`src/rtl/pipe_pkg.sv`:
```
// ----------------------------------------------------------------------------
// pipe_pkg
// Purpose : Shared types and constants for the decode->execute pipeline
//           control stage.
// Contents:
//   ctrl_t       packed decode/execute control word (19 bits)
//   CTRL_W       width of ctrl_t
//   CTRL_BUBBLE  control word of a bubble (all zeros, no side effects)
//   ctrl_is_bubble() true when none of the side-effect fields are set
// ----------------------------------------------------------------------------
package pipe_pkg;

  typedef struct packed {
    logic       PCSrc;
    logic       RegWrite;
    logic       MemtoReg;
    logic       MemWrite;
    logic       Branch;
    logic       ALUSrc;
    logic [1:0] FlagWrite;
    logic [2:0] ALUControl;
    logic [3:0] Cond;
    logic [3:0] Flags;
  } ctrl_t;

  localparam int unsigned CTRL_W = $bits(ctrl_t);

  localparam ctrl_t CTRL_BUBBLE = '0;

  // A word is harmless when it cannot change architectural state.
  function automatic logic ctrl_is_bubble(input ctrl_t c);
    return !(c.PCSrc || c.RegWrite || c.MemWrite || c.Branch || (|c.FlagWrite));
  endfunction

endpackage

```
`src/rtl/sat_counter.sv`:
```
// ----------------------------------------------------------------------------
// sat_counter
// Purpose : Up-counter that sticks at its all-ones maximum instead of
//           wrapping. Used for the stall-cycle statistic.
// Ports   :
//   i_clk    clock, rising edge
//   i_rst    asynchronous active-high reset, clears the count
//   i_inc    count this cycle
//   o_count  current count (WIDTH bits)
// ----------------------------------------------------------------------------
module sat_counter #(
  parameter int unsigned WIDTH = 16
) (
  input  logic             i_clk,
  input  logic             i_rst,
  input  logic             i_inc,
  output logic [WIDTH-1:0] o_count
);

  logic [WIDTH-1:0] r_count;
  logic             w_at_max;

  assign w_at_max = &r_count;

  always_ff @(posedge i_clk or posedge i_rst) begin
    if (i_rst) begin
      r_count <= '0;
    end else if (i_inc && !w_at_max) begin
      r_count <= r_count + WIDTH'(1);
    end
  end

  assign o_count = r_count;

endmodule

```
`src/rtl/pipe_ctrl_stage.sv`:
```
// ----------------------------------------------------------------------------
// pipe_ctrl_stage
// Purpose : Decode->execute pipeline register for the control word and a
//           payload, with valid/ready handshaking, flush and a saturating
//           stall-cycle counter.
// Build option:
//   PIPE_CTRL_STAGE_SKID_EN defined   -> two entries (main + skid), in_ready
//                                        is registered (= !skid_full).
//   PIPE_CTRL_STAGE_SKID_EN undefined -> one entry, in_ready is combinational
//                                        (!out_valid || out_ready).
// Ports:
//   clk        clock, rising edge
//   reset      asynchronous active-high reset
//   flush      kills every held entry on the next edge (drops same-cycle input)
//   in_valid   upstream has an instruction
//   in_ready   stage accepts input this cycle
//   in_ctrl    decode control word
//   in_data    decode payload (DATA_W)
//   out_valid  execute-side entry valid
//   out_ready  downstream consumes the entry this cycle
//   out_ctrl   execute control word; bubble (zeros) when out_valid=0
//   out_data   execute payload (DATA_W)
//   stall_cnt  saturating count of cycles with out_valid=1 and out_ready=0
// ----------------------------------------------------------------------------
module pipe_ctrl_stage
  import pipe_pkg::*;
#(
  parameter int unsigned DATA_W      = 32,
  parameter int unsigned STALL_CNT_W = 16
) (
  input  logic                   clk,
  input  logic                   reset,
  input  logic                   flush,
  input  logic                   in_valid,
  output logic                   in_ready,
  input  ctrl_t                  in_ctrl,
  input  logic [DATA_W-1:0]      in_data,
  output logic                   out_valid,
  input  logic                   out_ready,
  output ctrl_t                  out_ctrl,
  output logic [DATA_W-1:0]      out_data,
  output logic [STALL_CNT_W-1:0] stall_cnt
);

  // Main entry: the one presented downstream.
  logic              r_main_valid;
  ctrl_t             r_main_ctrl;
  logic [DATA_W-1:0] r_main_data;

  logic w_in_xfer;
  logic w_out_xfer;
  logic w_stall;

  // flush wins over a same-cycle input, so it never counts as a transfer.
  assign w_in_xfer  = in_valid && in_ready && !flush;
  assign w_out_xfer = r_main_valid && out_ready;
  assign w_stall    = r_main_valid && !out_ready;

`ifdef PIPE_CTRL_STAGE_SKID_EN

  logic              r_skid_valid;
  ctrl_t             r_skid_ctrl;
  logic [DATA_W-1:0] r_skid_data;
  // Comes up 0 in reset and rises on the first edge afterwards.
  logic              r_in_ready;

  logic              w_main_valid_d;
  ctrl_t             w_main_ctrl_d;
  logic [DATA_W-1:0] w_main_data_d;
  logic              w_skid_valid_d;
  ctrl_t             w_skid_ctrl_d;
  logic [DATA_W-1:0] w_skid_data_d;

  assign in_ready = r_in_ready;

  // Drain first, then place the new entry in the oldest free slot; this
  // keeps FIFO order when skid promotes to main on the same edge.
  always_comb begin
    w_main_valid_d = r_main_valid;
    w_main_ctrl_d  = r_main_ctrl;
    w_main_data_d  = r_main_data;
    w_skid_valid_d = r_skid_valid;
    w_skid_ctrl_d  = r_skid_ctrl;
    w_skid_data_d  = r_skid_data;
    if (flush) begin
      w_main_valid_d = 1'b0;
      w_skid_valid_d = 1'b0;
    end else begin
      if (w_out_xfer) begin
        if (r_skid_valid) begin
          w_main_valid_d = 1'b1;
          w_main_ctrl_d  = r_skid_ctrl;
          w_main_data_d  = r_skid_data;
          w_skid_valid_d = 1'b0;
        end else begin
          w_main_valid_d = 1'b0;
        end
      end
      if (w_in_xfer) begin
        if (!w_main_valid_d) begin
          w_main_valid_d = 1'b1;
          w_main_ctrl_d  = in_ctrl;
          w_main_data_d  = in_data;
        end else if (!w_skid_valid_d) begin
          w_skid_valid_d = 1'b1;
          w_skid_ctrl_d  = in_ctrl;
          w_skid_data_d  = in_data;
        end
      end
    end
  end

  always_ff @(posedge clk or posedge reset) begin
    if (reset) begin
      r_main_valid <= 1'b0;
      r_main_ctrl  <= CTRL_BUBBLE;
      r_main_data  <= '0;
      r_skid_valid <= 1'b0;
      r_skid_ctrl  <= CTRL_BUBBLE;
      r_skid_data  <= '0;
      r_in_ready   <= 1'b0;
    end else begin
      r_main_valid <= w_main_valid_d;
      r_main_ctrl  <= w_main_ctrl_d;
      r_main_data  <= w_main_data_d;
      r_skid_valid <= w_skid_valid_d;
      r_skid_ctrl  <= w_skid_ctrl_d;
      r_skid_data  <= w_skid_data_d;
      r_in_ready   <= !w_skid_valid_d;
    end
  end

`else

  // Accept when empty or when the held entry leaves on this same edge.
  assign in_ready = !r_main_valid || out_ready;

  always_ff @(posedge clk or posedge reset) begin
    if (reset) begin
      r_main_valid <= 1'b0;
      r_main_ctrl  <= CTRL_BUBBLE;
      r_main_data  <= '0;
    end else if (flush) begin
      r_main_valid <= 1'b0;
    end else if (w_in_xfer) begin
      r_main_valid <= 1'b1;
      r_main_ctrl  <= in_ctrl;
      r_main_data  <= in_data;
    end else if (w_out_xfer) begin
      r_main_valid <= 1'b0;
    end
  end

`endif

  assign out_valid = r_main_valid;
  // Masking the whole word guarantees the side-effect fields are zero in a
  // bubble and keeps out_ctrl at zero through reset.
  assign out_ctrl  = r_main_valid ? r_main_ctrl : CTRL_BUBBLE;
  assign out_data  = r_main_data;

  sat_counter #(
    .WIDTH (STALL_CNT_W)
  ) u_stall_cnt (
    .i_clk   (clk),
    .i_rst   (reset),
    .i_inc   (w_stall),
    .o_count (stall_cnt)
  );

endmodule
```
`config.mk`:
```
export PLATFORM = sky130hd
export DESIGN_NAME = pipe_ctrl_stage
export DESIGN_NICKNAME = d
export VERILOG_FILES = /design/src/rtl/pipe_pkg.sv /design/src/rtl/sat_counter.sv /design/src/rtl/pipe_ctrl_stage.sv
export SDC_FILE = /design/constraint.sdc
export NUM_CORES = 1
export LEC_CHECK = 0
export ABC_AREA = 1
export BUFFER_PORTS_ARGS = -buffer_cell sky130_fd_sc_hd__buf_4
export CORE_AREA = 2 2 109 111
export DETAILED_ROUTE_END_ITERATION = 12
export DIE_AREA = 0 0 111 113
export PLACE_DENSITY_LB_ADDON = 0.3
export SLEW_MARGIN = 40
export SYNTH_ARGS = -nofsm -noshare
export SYNTH_HDL_FRONTEND = slang
export SYNTH_HIERARCHICAL = 1
export SYNTH_SLANG_ARGS = --single-unit
```
`constraint.sdc`:
```
create_clock -name clk -period 1.63 [get_ports clk]
set_input_delay 0.326 -clock clk [delete_from_list [all_inputs] [get_ports clk]]
set_output_delay 0.326 -clock clk [all_outputs]
set_load 0.02 [all_outputs]
```
==> results of run 1 <==
==> logic make-up after synthesis <==
kind of cell | Yosys count | synth area share (%)
simple gates | 295 | 37.5
flops | 68 | 51.2
buf+inv | 60 | 9.22
xor+xnor | 5 | 1.32
compound gates | 2 | 0.414
fa+ha+maj | 1 | 0.376
==> routing by layer <==
| metal | global-route usage [%] | vias up | part of all wire (%) |
|---|---|---|---|
| met1 | 18.9 | 1465 | 45 |
| met5 | 0 | - | 0 |
| met2 | 23.2 | 114 | 46 |
| met3 | 4.39 | 11 | 8.1 |
| li1 | - | 1601 | - |
| met4 | 5.67 | 0 | 1.3 |
==> repair_timing <==
item,CTS,global route
hold buffers,0,0
setup endpoints to repair,11,6
hold endpoints to repair,0,0
resized for setup,1,1
==> Yosys cell counts <==
| cell | n | area [um^2] |
|---|---|---|
| inv_1 | 39 | 146 |
| nand2_1 | 197 | 739 |
| xnor2_1 | 2 | 17.5 |
| nand2_4 | 1 | 11.3 |
| ha_1 | 1 | 12.5 |
| buf_4 | 5 | 37.5 |
| o21ai_2 | 1 | 8.76 |
| nand3b_1 | 2 | 15.0 |
| nand3_1 | 62 | 310 |
| nand4_1 | 5 | 31.3 |
| nand2_2 | 4 | 25.0 |
| a21oi_1 | 1 | 5.00 |
| xor2_1 | 3 | 26.3 |
| inv_2 | 1 | 3.75 |
| buf_2 | 8 | 40.0 |
| nor2_4 | 3 | 33.8 |
| buf_6 | 7 | 78.8 |
| dfrtp_1 | 68 | 1700 |
| nor2_1 | 21 | 78.8 |
==> worst max-delay path: stages, from the launching register on <==
cell,delay (ps)
dfrtp_1,390
nand2_2,90
buf_4,240
buf_4,180
==> metrics by stage <==
step / TNS, ps / area, um^2 / hold slack, ps / utilization, %
after floorplan: 0 / 3320 / 240 / -
after global placement: -350 / 4470 / 378 / 39.6
after detailed placement: -1170 / 4470 / 377 / 39.6
after CTS: 0 / 4840 / 23.1 / 42.9
after global routing: 0 / 4850 / 43.7 / 43.0
final: 0 / 4850 / 16.2 / 43.0
==> power by group <==
| group | internal [mW] | total [mW] | leakage [nW] | switching (mW) |
|---|---|---|---|---|
| sequential | 1.91 | 2.04 | 0.863 | 0.125 |
| combinational | 0.535 | 1.24 | 1.69 | 0.704 |
| clock | 1.66 | 2.41 | 0.181 | 0.744 |
==> placed cells by master (no fill, tap or decap) <==
master       n
ha_1         1
nor2_4       4
clkbuf_16    9
buf_4      144
nand3_1     62
bufinv_16    4
dfrtp_1     68
nand2_2      4
nand2_4      1
a21oi_1      1
o21ai_2      1
inv_2        2
nand4_1      5
nand3b_1     2
buf_12       2
inv_6        2
nor2_1      20
inv_1       38
nand2_1    197
xnor2_1      2
clkinv_4     1
xor2_1       3
==> sequential cells by signal (all words and copies together) (netlist names) <==
register	count
out_data	32
r_main_ctrl	19
out_valid	1
u_stall_cnt/o_count	16
==> cell type report <==
cell class	instances	area [um^2]
tap	143	179
fill	1140	6430
multi-input combinational	303	1320
clock buffer	9	225
clock inverter	7	146
sequential	68	1700
inverter	40	150
timing repair buffer	146	1120
==> worst min-delay path by stage <==
stage / slack (ps) / to / cells after the start / startpoint
after detailed placement: 380 / out_data[4] / 2 / reset
after CTS: 20 / out_data[11] / 2 / reset
after floorplan: 240 / u_stall_cnt/o_count[0] / 1 / reset
final: 20 / out_data[4] / 2 / reset
after global placement: 380 / out_data[4] / 2 / reset
after global routing: 40 / out_data[11] / 2 / reset
==> summary.md, run 1 <==
| Metric | Value |
|---|---|
| Status | finished, final reports clean |
| Arr. time, crit path | 1230 ps |
| Ports | 125 |
| WL final | 9040 um |
| Clock sinks | 68 |
| CP endpoint kind | output port |
| P_leak | 2.73 nW |
| Least-Margin Pin Slew | 657 ps |
| DP Cell Count | 700 |
| Setup CP Type | reg2out |
| Clk buf depth | 2 |
| Fin. max-slew vios | 0 |
| Fmax | 642 MHz |
| Max-Cap Viols | 0 |
| Layout cells sized above 1 | 30.4% |
| Tot GR Track Use | 14.6% |
| Reg2Reg Setup Slack | 240 ps |
| TritonCTS buffer count | 9 |
| Final min period | 1560 ps |
| Clk_lat worst skew | 330 ps |
| First-pass GRT wire length | 14800 um |
| Die Y | 113 um |
| Crit share post-route | 95.6% |
| Post-synthesis sequential area ratio | 51.2% |
| Initial Util | 29.5% |
| Gr ovfl total | 0 |
| Final count of hold timing violations | 0 |
| Vias in the first global route | 3072 |
| Worst Path Max Fanout | 17 |
| Buffers on Ports | 124 |
| Syn Area/Cell | 7.71 um^2 |
| Diodes inserted | 0 |
| Slew margin rel. | 56.2% |
| R2R Path End | u_stall_cnt/o_count[10] |
| Maximum VDD drop | 569 uV |
| DRT antenna net count | 0 |
| Yosys reg bits | 68 |
| Pre-CTS WS | -123 ps |
| Power Total | 5.68 mW |
| Clock tree from TritonCTS | done |
| Finished Layout Cells | 716 |
| Setup ws final | 71.9 ps |
| Post-detail-place hpwl | 6580 um |
| Setup skew after layout | 3.43 ps |
| Start point of the critical path | out_valid |
| Warning count from the yosys run | 6 |
| Starting DRT DRC Count | 275 |
| Worst r2r src | u_stall_cnt/o_count[0] |
| Die width | 111 um |
| Setup bufs post-CTS | 0 |
| Synth cell types | 19 |
| WL/cell | 12.6 um |
| Die area | 12500 um^2 |
| CP Data Required Time | 1300 ps |
| DR vias | 3191 |
| CP Launch Type | flop |
| Power Density | 1170 nW/um^2 |
| DRC viols | 0 |
| Syn nets | 488 |
| Clock H-tree levels | 3 |
| Final setup violation count | 0 |
| DRT Pass-1 Iters | 4 |
| Area grow syn2layout | 45.8% |
| Via density | 4.46 |
| CTS root buf | clkbuf_16 |
| Site row count | 39 |
| Core Region | 11300 um^2 |
| FF-to-FF path depth | 8 |
| Fin nets | 625 |
| Min-delay worst type | in2async |
| Clock transition at path regs | 60 ps |
| Largest net degree at the start of global routing | 38 |
| Gpl congestion | 0.875 |
| Gate Count Post-Synth | 431 |
| RSZ-0062 raised after global routing | false |
| Initial antenna violation count | 0 |
| Worst Setup EP | in_ready |
| Netlist Area Pre-Place | 3320 um^2 |
Power figures use the tool's default switching activity.
==> run 2, diff against run 1 <==
--- a/config.mk
+++ b/config.mk
@@ -7,9 +7,9 @@
 export LEC_CHECK = 0
 export ABC_AREA = 1
 export BUFFER_PORTS_ARGS = -buffer_cell sky130_fd_sc_hd__buf_4
-export CORE_AREA = 2 2 109 111
+export CORE_AREA = 2 2 92 130
 export DETAILED_ROUTE_END_ITERATION = 12
-export DIE_AREA = 0 0 111 113
+export DIE_AREA = 0 0 94 132
 export PLACE_DENSITY_LB_ADDON = 0.3
 export SLEW_MARGIN = 40
 export SYNTH_ARGS = -nofsm -noshare
==> run 2 against run 1 <==
Combinational power hardly changed. Non-clock buffer count is 4 higher. Global-route usage is 0.33 points higher. Critical path depth stayed put. Power is 0.13% lower. Core utilization is 0.76 points higher. Critical endpoint unchanged. Largest cell class unchanged.
==> summary.md, run 2 (synthesis results as in run 1) <==
| Metric | Value |
|---|---|
| Max-Cap Viols | 0 (unchanged) |
| Largest register FFs | 32 (unchanged) |
| Vias in the first global route | 3068 (was 3072) |
| Finished Layout Cells | 721 (was 716) |
| Ports | 125 (unchanged) |
| Pre-CTS WS | -78.3 ps (was -123 ps) |
| Most common cell after layout, fill and taps aside | nand2_1 (unchanged) |
| Final min period | 1560 ps (about the same) |
| DR top layer | met4 (unchanged) |
| Most frequent cells in the layout | nand2_1 (197), buf_4 (145), dfrtp_1 (68) (was nand2_1 (197), buf_4 (144), dfrtp_1 (68)) |
| Fmax | 641 MHz (was 642 MHz) |
| Clock sinks | 68 (unchanged) |
| Met3 WL post-DR | 710 um (was 732 um) |
| CP Launch Type | flop (unchanged) |
| Die Y | 132 um (was 113 um) |
| Sw frac | 26.8% (was 27.7%) |
| Seq pwr share | 36.0% (was 35.9%) |
| WL/cell | 13.1 um (was 12.6 um) |
| Clk buf depth | 2 (unchanged) |
| RSZ-0062 raised after global routing | false (unchanged) |
| WHS | 34.4 ps (was 16.2 ps) |
| Final setup violation count | 0 (unchanged) |
| WL met1 | 3880 um (was 4070 um) |
| Least-Margin Pin Slew | 662 ps (was 657 ps) |
| CP endpoint kind | output port (unchanged) |
| Tot GR Track Use | 14.9% (was 14.6%) |
| Crit-path slowest cell | dfrtp_1 (unchanged) |
| Layout cells sized above 1 | 30.7% (was 30.4%) |
| CTS root buf | clkbuf_16 (unchanged) |
| Max incr delay on CP | 380 ps (was 390 ps) |
| Worst path bufs/invs | 2 (unchanged) |
| Crit path depth | 3 (unchanged) |
| Setup ws final | 70.6 ps (was 71.9 ps) |
| Final Util | 43.7% (was 43.0%) |
| Reg2Reg Setup Slack | 160 ps (was 240 ps) |
| Fin. max-slew vios | 0 (unchanged) |
| DRC viols | 0 (unchanged) |
| Maximum VDD drop | 730 uV (was 569 uV) |
| Initial antenna violation count | 0 (unchanged) |
| Gr ovfl total | 0 (unchanged) |
| Post-Route Setup TNS | 0 ps (unchanged) |
| Clk_lat worst skew | 320 ps (was 330 ps) |
| Crit path max-delay family | flip-flops (was buffers and inverters) |
| Crit-path cells | nand2_2 > buf_12 > buf_4 (was nand2_2 > buf_4 > buf_4) |
| Fin area | 4910 um^2 (was 4850 um^2) |
| DR vias | 3229 (was 3191) |
| Worst r2r src | u_stall_cnt/o_count[0] (unchanged) |
| Fin nets | 629 (was 625) |
| P_leak | 2.77 nW (was 2.73 nW) |
| Area grow syn2layout | 47.7% (was 45.8%) |
| Diodes inserted | 0 (unchanged) |
| CP Data Required Time | 1300 ps (about the same) |
| Core Region | 11200 um^2 (was 11300 um^2) |
| Status | finished, final reports clean (unchanged) |
| Clk pwr share | 41.8% (was 42.3%) |
| FF-to-FF path depth | 8 (unchanged) |
| Clock H-tree levels | 3 (unchanged) |
| Starting DRT DRC Count | 115 (was 275) |
| Clock tree from TritonCTS | done (unchanged) |
| Crit share post-route | 95.7% (was 95.6%) |
| Largest net degree at the start of global routing | 55 (was 38) |
| Comb pwr share | 22.2% (was 21.8%) |
| Power Density | 1160 nW/um^2 (was 1170 nW/um^2) |
| Met2 routed WL | 4750 um (was 4120 um) |
| TritonCTS buffer count | 9 (unchanged) |
| Setup CP Type | reg2out (unchanged) |
| Gpl congestion | 0.811 (was 0.875) |
| First-pass GRT wire length | 15000 um (was 14800 um) |
| DRT Pass-1 Iters | 4 (unchanged) |
| WL final | 9470 um (was 9040 um) |
| Slew margin rel. | 55.8% (was 56.2%) |
| Post-detail-place hpwl | 6770 um (was 6580 um) |
| Min-delay worst type | in2async (unchanged) |
| Worst Path Max Fanout | 27 (was 17) |
| Site row count | 46 (was 39) |
| R2R Path End | u_stall_cnt/o_count[5] (was u_stall_cnt/o_count[10]) |
| Initial Util | 29.6% (was 29.5%) |
| Final count of hold timing violations | 0 (unchanged) |
| Clock transition at path regs | 50 ps (was 60 ps) |
| Power Total | 5.68 mW (about the same) |
| Die area | 12400 um^2 (was 12500 um^2) |
| Buffers on Ports | 124 (unchanged) |
| Net Sw Power | 1.52 mW (was 1.57 mW) |
| DP Cell Count | 704 (was 700) |
| Arr. time, crit path | 1230 ps (about the same) |
| Cts hold-fix bufs | 0 (unchanged) |
| Placed inst area | 4520 um^2 (was 4470 um^2) |
| Setup skew after layout | 2.85 ps (was 3.43 ps) |
| Pint | 4.15 mW (was 4.11 mW) |
| DRT antenna net count | 0 (unchanged) |
| Die width | 94 um (was 111 um) |
| Via density | 4.48 (was 4.46) |
-- run 2: power by group through the flow --
| stage | clock [mW] | combinational, mW | sequential, mW |
|---|---|---|---|
| finish | 2.37 | 1.26 | 2.04 |
| global route | 2.51 | 1.38 | 2.07 |
| CTS | 2.44 | 1.27 | 2.04 |
| detailed placement | 0 | 1.26 | 2.07 |
| global placement | 0 | 1.25 | 2.06 |
| floorplan | 0 | 0.464 | 2.26 |
-- run 2: how the worst max path moves through the flow --
stage,startpoint,slack [ps],end
2_1_floorplan,out_valid,8,u_stall_cnt/o_count[9]
3_3_place_gp,out_ready,-30,u_stall_cnt/o_count[11]
3_5_place_dp,out_ready,-80,u_stall_cnt/o_count[5]
4_1_cts,out_valid,10,in_ready
5_1_grt,out_valid,9,in_ready
6_report,out_valid,70,in_ready
-- run 2: worst register-to-register path, delay by kind of cell (launching register included) --
kind          cells  cell delay [ps]
buf+inv           1               80
fa+ha+maj         1              220
flops             1              370
simple gates      6              740
-- run 2: cell type report --
class                           count  area [um^2]
Fill cell                        1145         6310
Clock buffer                       12          246
Timing Repair Buffer              150         1190
Sequential cell                    68         1700
Tap cell                          144          180
Inverter                           40          150
Clock inverter                      4          120
Multi-Input combinational cell    303         1320
-- run 2: timing repair --
| item | 4_1_cts | 5_1_grt |
|---|---|---|
| endpoints found under the setup margin | 11 | 1 |
| gates cloned | 0 | 1 |
| resized for setup | 1 | 1 |
| setup buffers | 0 | 0 |
-- run 2: metal layers --
| metal | vias up | GRT usage (%) |
|---|---|---|
| met5 | - | 0 |
| met4 | 0 | 4.43 |
| met3 | 10 | 4.35 |
| met2 | 105 | 25.5 |
| met1 | 1503 | 18.0 |
| li1 | 1611 | - |
